==> config.mk <==
export PLATFORM = sky130hd
export DESIGN_NAME = hi_cmd_master
export DESIGN_NICKNAME = d
export VERILOG_FILES = /design/src/rtl/hi_pkg.sv /design/src/rtl/hi_rsp_reg.sv /design/src/rtl/hi_cmd_master.sv
export SDC_FILE = /design/constraint.sdc
export NUM_CORES = 1
export LEC_CHECK = 0
export CAP_MARGIN = 0
export CELL_PAD_IN_SITES_DETAIL_PLACEMENT = 1
export CELL_PAD_IN_SITES_GLOBAL_PLACEMENT = 2
export CORE_MARGIN = 2
export CORE_UTILIZATION = 21
export CTS_BUF_LIST = sky130_fd_sc_hd__clkbuf_8 sky130_fd_sc_hd__clkbuf_16
export CTS_CLUSTER_SIZE = 12
export DETAILED_ROUTE_END_ITERATION = 10
export PLACE_DENSITY = 0.78
export SYNTH_ARGS = -nofsm -noshare
export SYNTH_HDL_FRONTEND = slang
export SYNTH_HIERARCHICAL = 1
export SYNTH_SLANG_ARGS = --single-unit
==> constraint.sdc <==
create_clock -name ifclk -period 1.85 [get_ports ifclk]
set_input_delay 0.185 -clock ifclk [delete_from_list [all_inputs] [get_ports ifclk]]
set_output_delay 0.185 -clock ifclk [all_outputs]
set_load 0.02 [all_outputs]
==> src/rtl/hi_pkg.sv <==
// Shared Host Interface definitions: transaction FSM state encoding and HI word length.
package hi_pkg;

  localparam logic [2:0] ST_IDLE   = 3'd0;
  localparam logic [2:0] ST_RD_REQ = 3'd1;
  localparam logic [2:0] ST_RD     = 3'd2;
  localparam logic [2:0] ST_WR     = 3'd3;
  localparam logic [2:0] ST_FIN    = 3'd4;
  localparam logic [2:0] ST_RSP    = 3'd5;

  localparam logic [31:0] HI_WORD_LEN = 32'd4;

endpackage

==> src/rtl/hi_rsp_reg.sv <==
// One-entry response holding register: collects read data, status and abort flag,
// and presents them with a valid/ready handshake until consumed.
module hi_rsp_reg (
  input  logic        i_clk,
  input  logic        i_rst_n,
  input  logic        i_clr,
  input  logic        i_ld_data,
  input  logic [31:0] i_data,
  input  logic        i_ld_status,
  input  logic [15:0] i_status,
  input  logic        i_abort,
  input  logic        i_set_valid,
  input  logic        i_rsp_ready,
  output logic        o_rsp_valid,
  output logic [31:0] o_rsp_data,
  output logic [15:0] o_rsp_status,
  output logic        o_rsp_timeout,
  output logic        o_hs
);

  logic        r_valid;
  logic [31:0] r_data;
  logic [15:0] r_status;
  logic        r_timeout;

  assign o_hs          = r_valid && i_rsp_ready;
  assign o_rsp_valid   = r_valid;
  assign o_rsp_data    = r_data;
  assign o_rsp_status  = r_status;
  assign o_rsp_timeout = r_timeout;

  // Payload: cleared on a new command, zeroed with the abort flag on timeout
  always_ff @(posedge i_clk or negedge i_rst_n) begin
    if (!i_rst_n) begin
      r_data    <= 32'h0;
      r_status  <= 16'h0;
      r_timeout <= 1'b0;
    end else if (i_clr) begin
      r_data    <= 32'h0;
      r_status  <= 16'h0;
      r_timeout <= 1'b0;
    end else if (i_abort) begin
      r_data    <= 32'h0;
      r_status  <= 16'h0;
      r_timeout <= 1'b1;
    end else begin
      if (i_ld_data) begin
        r_data <= i_data;
      end
      if (i_ld_status) begin
        r_status <= i_status;
      end
    end
  end

  // Valid flag: set on entry to the response phase, dropped on handshake
  always_ff @(posedge i_clk or negedge i_rst_n) begin
    if (!i_rst_n) begin
      r_valid <= 1'b0;
    end else if (i_set_valid) begin
      r_valid <= 1'b1;
    end else if (o_hs) begin
      r_valid <= 1'b0;
    end
  end

endmodule

==> src/rtl/hi_cmd_master.sv <==
// Single-word HI master: converts one valid/ready command into a complete HI read or
// write, with timeout abort and arbiter locking across chained commands.
module hi_cmd_master #(
  parameter int TIMEOUT_CYCLES = 1024,
  parameter int TO_W           = 16
) (
  input  logic        ifclk,
  input  logic        resetb,
  input  logic        cmd_valid,
  output logic        cmd_ready,
  input  logic        cmd_write,
  input  logic        cmd_lock,
  input  logic [15:0] cmd_term,
  input  logic [31:0] cmd_addr,
  input  logic [31:0] cmd_data,
  output logic        rsp_valid,
  input  logic        rsp_ready,
  output logic [31:0] rsp_data,
  output logic [15:0] rsp_status,
  output logic        rsp_timeout,
  output logic [15:0] di_term_addr,
  output logic [31:0] di_reg_addr,
  output logic [31:0] di_len,
  output logic        di_write_mode,
  output logic        di_write,
  output logic [31:0] di_reg_datai,
  input  logic        di_write_rdy,
  output logic        di_read_mode,
  output logic        di_read_req,
  output logic        di_read,
  input  logic        di_read_rdy,
  input  logic [31:0] di_reg_datao,
  input  logic [15:0] di_transfer_status,
  output logic        lock_arbiter
);
  import hi_pkg::*;

  localparam logic [TO_W-1:0] TO_LIM  = TO_W'(TIMEOUT_CYCLES);
  localparam logic [TO_W-1:0] TO_LAST = TO_LIM - {{(TO_W-1){1'b0}}, 1'b1};

  logic [2:0]      r_state;
  logic [2:0]      w_state_nxt;
  logic [TO_W-1:0] r_cnt;
  logic            r_write;
  logic            r_lock;
  logic            r_lock_arb;
  logic [15:0]     r_term;
  logic [31:0]     r_addr;
  logic [31:0]     r_data;
  logic            w_accept;
  logic            w_hs;
  logic            w_to_hit;
  logic            w_abort;
  logic            w_set_valid;

  assign w_accept     = cmd_valid && (r_state == ST_IDLE);
  // Fires on the cycle whose increment brings the count to the limit
  assign w_to_hit     = (TO_LIM != {TO_W{1'b0}}) && (r_cnt >= TO_LAST);
  assign w_abort      = w_to_hit && (((r_state == ST_RD) && !di_read_rdy) ||
                                     ((r_state == ST_WR) && !di_write_rdy));
  assign w_set_valid  = (w_state_nxt == ST_RSP) && (r_state != ST_RSP);

  assign di_term_addr = r_term;
  assign di_reg_addr  = r_addr;
  assign di_reg_datai = r_data;
  assign di_len       = HI_WORD_LEN;
  assign lock_arbiter = r_lock_arb;

  // State register
  always_ff @(posedge ifclk or negedge resetb) begin
    if (!resetb) begin
      r_state <= ST_IDLE;
    end else begin
      r_state <= w_state_nxt;
    end
  end

  // Next-state logic; a ready in the timeout cycle wins over the abort
  always_comb begin
    w_state_nxt = r_state;
    case (r_state)
      ST_IDLE:   w_state_nxt = cmd_valid ? (cmd_write ? ST_WR : ST_RD_REQ) : ST_IDLE;
      ST_RD_REQ: w_state_nxt = ST_RD;
      ST_RD:     w_state_nxt = di_read_rdy  ? ST_FIN : (w_to_hit ? ST_RSP : ST_RD);
      ST_WR:     w_state_nxt = di_write_rdy ? ST_FIN : (w_to_hit ? ST_RSP : ST_WR);
      ST_FIN:    w_state_nxt = ST_RSP;
      ST_RSP:    w_state_nxt = w_hs ? ST_IDLE : ST_RSP;
      default:   w_state_nxt = ST_IDLE;
    endcase
  end

  // HI control outputs decoded from state
  always_comb begin
    cmd_ready     = 1'b0;
    di_read_mode  = 1'b0;
    di_read_req   = 1'b0;
    di_read       = 1'b0;
    di_write_mode = 1'b0;
    di_write      = 1'b0;
    case (r_state)
      ST_IDLE:   cmd_ready = 1'b1;
      ST_RD_REQ: begin
        di_read_mode = 1'b1;
        di_read_req  = 1'b1;
      end
      ST_RD: begin
        di_read_mode = 1'b1;
        di_read      = di_read_rdy;
      end
      ST_WR: begin
        di_write_mode = 1'b1;
        di_write      = 1'b1;
      end
      ST_FIN: begin
        di_read_mode  = !r_write;
        di_write_mode = r_write;
      end
      default: cmd_ready = 1'b0;
    endcase
  end

  // Command latch
  always_ff @(posedge ifclk or negedge resetb) begin
    if (!resetb) begin
      r_write <= 1'b0;
      r_lock  <= 1'b0;
      r_term  <= 16'h0;
      r_addr  <= 32'h0;
      r_data  <= 32'h0;
    end else if (w_accept) begin
      r_write <= cmd_write;
      r_lock  <= cmd_lock;
      r_term  <= cmd_term;
      r_addr  <= cmd_addr;
      r_data  <= cmd_data;
    end
  end

  // Saturating wait counter for RD/WR
  always_ff @(posedge ifclk or negedge resetb) begin
    if (!resetb) begin
      r_cnt <= {TO_W{1'b0}};
    end else if (w_accept) begin
      r_cnt <= {TO_W{1'b0}};
    end else if (((r_state == ST_RD) || (r_state == ST_WR)) && (r_cnt != {TO_W{1'b1}})) begin
      r_cnt <= r_cnt + {{(TO_W-1){1'b0}}, 1'b1};
    end
  end

  // Arbiter lock: held from accept, then follows the command's lock bit after the response
  always_ff @(posedge ifclk or negedge resetb) begin
    if (!resetb) begin
      r_lock_arb <= 1'b0;
    end else if (w_accept) begin
      r_lock_arb <= 1'b1;
    end else if (w_hs) begin
      r_lock_arb <= r_lock;
    end
  end

  hi_rsp_reg u_rsp (
    .i_clk         (ifclk),
    .i_rst_n       (resetb),
    .i_clr         (w_accept),
    .i_ld_data     ((r_state == ST_RD) && di_read_rdy),
    .i_data        (di_reg_datao),
    .i_ld_status   (r_state == ST_FIN),
    .i_status      (di_transfer_status),
    .i_abort       (w_abort),
    .i_set_valid   (w_set_valid),
    .i_rsp_ready   (rsp_ready),
    .o_rsp_valid   (rsp_valid),
    .o_rsp_data    (rsp_data),
    .o_rsp_status  (rsp_status),
    .o_rsp_timeout (rsp_timeout),
    .o_hs          (w_hs)
  );

endmodule

==> impl_metrics.yaml, run 1 <==
run_status:
  status: "finished, violations left"
  violations: "negative setup slack"
die:
  fp.dieArea_sq_um: 32500
  start_util_pct: 21.33
  ios: 305
  fp.coreArea_sq_um: 30590
  die_h_um: 180.3
  die_w_um: 180.3
  std_cell_rows: 64
global_routing:
  grt_util_met2_pct: 22.46
  grt_pass1_wl_um: 34630
  grt_pass1_vias: 6092
  antenna_found_initial: 0
  use_met3_pct: 5.093
  met1_usage_pct: 16.26
  grt_max_degree: 94
  grt.total_usage_pct: 13.42
  grt.busiest_layer: "met2"
  grt_overflow: 0
placement:
  placed_area_sq_um: 9797
  portBuffers: 272
  post-place-ws_ps: -197.8
  place_congestion: 0.7102
  dpl.hpwl_um: 15060
clock_network:
  htreeDepth: 4
  clock_sinks: 152
  root_buffer: "clkbuf_16"
  cts_tree: "built"
  clkLatencyLatePin_ps: 430
  clockBufferDepth: 2
  cts_buffers: 17
  clkTransAtPathRegs_ps: 70
timing:
  period_share_pct: 100.4
  tightest_slew_ps: 520.3
  finalClockSkew_ps: 7.635
  finalHoldViolCount: 0
  slew_viol_final: 0
  post-route-min-period_ps: 1857
  slew_headroom_pct: 65.31
  max_clock_freq_mhz: 538.4
  finalHoldWorstSlack_ps: 262.0
  finalSetupViolCount: 1
  finalSetupTns_ps: -7.437
  layout_setup_ws_ps: -7.437
  rsz0062_at_grt: "true"
synthesis:
  syn_inst: 670
  avgSynthCellArea_sq_um: 9.739
  synth_flop_cell: "dfrtp_1"
  synth_cell_type_count: 43
  synth_largest_area_cell: "dfrtp_1"
  synth_edf_count: 0
  async_flop_share_pct: 100.0
  syn_area_sq_um: 6525
  yosys_warnings: 6
  synth_top_cell_area_share_pct: 58.29
  synthTopCellsByArea: "dfrtp_1, nand2_1, mux2i_1"
  yosysSeqAreaShare_pct: 58.29
  synth_seq_cells: 152
finish:
  final_cell_mix: "clkdlybuf4s50_1, nand2_1, dfrtp_1"
  fin_util_pct: 34.41
  drive_gt1_share_pct: 11.01
  diodes: 0
  final_common_cell: "clkdlybuf4s50_1"
  area_growth_pct: 61.30
  fin_area_sq_um: 10530
  nNetsFinal: 1105
routing:
  vias: 5620
  drc: 0
  viasPerCell: 4.081
  antenna_left: 0
  totalWireLength_um: 21620
  first_iter_violations: 207
  avgRoutedWirePerCell_um: 15.70
  drtPass1Iterations: 4
worst_setup_path:
  max_stage_delay_ps: 450
  slowest_stage: "dfrtp_2"
  path_cells: "buf_4 > nor3_1 > clkdlybuf4s15_2"
  crit_start: "r_state[1]"
  critPathKind: "reg -> out"
  r2r_start: "r_cnt[10]"
  arrival_ps: 1670
  crit_path_end_kind: "primary output"
  worstPathRequired_ps: 1660
  cp_max_fo: 6
  cp-start-kind: "register"
pwr:
  ir_worst_vdd_mv: 0.5709
  power_density_nw_per_um2: 1603
  p_leak_nw: 4.817
hold_path:
  hp-class: "in -> async"
flow_run:
  drv_cap: 0
critical path, delay by kind of cell (launching register included):
family | cells | cell delay (ps)
buffers and inverters | 2 | 500
and+or+nand+nor | 1 | 290
DFF | 1 | 450
flip-flops by register name, indices dropped and copies added (netlist names):
signal,cells
di_reg_addr,32
u_rsp/o_rsp_valid,1
r_write,1
lock_arbiter,1
di_reg_datai,32
r_cnt,16
r_state,3
u_rsp/o_rsp_timeout,1
r_lock,1
di_term_addr,16
u_rsp/o_rsp_status,16
u_rsp/o_rsp_data,32
where the power goes:
| group | switching (mW) | internal, mW | leakage (nW) |
|---|---|---|---|
| registers | 0.742 | 4.63 | 1.96 |
| clock network | 1.58 | 2.02 | 0.292 |
| logic | 4.30 | 3.59 | 2.57 |
Yosys cell counts, types with 3 or more instances:
cell type	count
nand2_1	259
o31ai_1	3
nor3_1	10
nor2_1	59
mux2i_1	52
a21o_1	4
inv_1	7
clkbuf_1	15
nand3_1	9
buf_6	6
xnor2_1	5
o211ai_1	4
buf_4	37
dfrtp_1	152
buf_2	8
o21ai_0	3
area by class of cell:
cell class                      instances  area [sq um]
Fill cell                            3508         20060
Inverter                                8         30.03
Clock inverter                         15         171.4
Timing Repair Buffer                  312          3115
Sequential cell                       152          3806
Tap cell                              396         495.5
Multi-Input combinational cell        477          2481
Clock buffer                           17         425.4
logic make-up after synthesis:
| logic type | after synthesis | synth area share (%) |
|---|---|---|
| and+or+nand+nor | 358 | 22.53 |
| AOI/OAI and AO/OA | 26 | 2.992 |
| adders and majority gates | 1 | 0.1917 |
| DFF | 152 | 58.29 |
| xor gates and xnor gates | 5 | 0.6711 |
| other | 2 | 0.1151 |
| buffers and inverters | 74 | 7.229 |
| muxes | 52 | 7.977 |
metal layers:
layer / wire length, um / vias up
li1: - / 2672
met1: 9412 / 2726
met2: 10380 / 212
met3: 1663 / 10
met4: 171 / 0
met5: 0 / -
stage by stage:
stage	instances	power, mW
floorplan	700	9.349
global placement	1337	13.14
detailed placement	1337	13.29
CTS	1372	17.08
global route	1377	18.00
finish	1377	16.87
final timing paths:
path	end	slack, ps	cells after the start
min in group ifclk	di_term_addr[5]	280	3
worst max register to register	u_rsp/o_rsp_valid	20	6
worst min register to register	di_term_addr[14]	470	2
worst max-delay path	di_read_req	-7	3
worst min-delay path	u_rsp/o_rsp_data[17]	260	2
max in group asynchronous	di_reg_addr[19]	870	3
repair_timing:
action / CTS / global route
hold endpoints to repair: 39 / 0
resized for setup: 22 / 12
cloned: 1 / 2
pin swaps: 1 / 4
hold buffers: 1 / 0
setup endpoints to repair: 59 / 62
setup buffers: 1 / 3
No activity file was read; power rests on OpenSTA's default activity.
==> inputs of run 2 (changes only) <==
--- a/config.mk
+++ b/config.mk
@@ -13,7 +13,9 @@
 export CTS_BUF_LIST = sky130_fd_sc_hd__clkbuf_8 sky130_fd_sc_hd__clkbuf_16
 export CTS_CLUSTER_SIZE = 12
 export DETAILED_ROUTE_END_ITERATION = 10
+export GPL_ROUTABILITY_DRIVEN = 0
 export PLACE_DENSITY = 0.78
+export SLEW_MARGIN = 10
 export SYNTH_ARGS = -nofsm -noshare
 export SYNTH_HDL_FRONTEND = slang
 export SYNTH_HIERARCHICAL = 1
==> results of run 2 <==
Same layout as run 1: the final DEF is identical, and so are final timing and power.
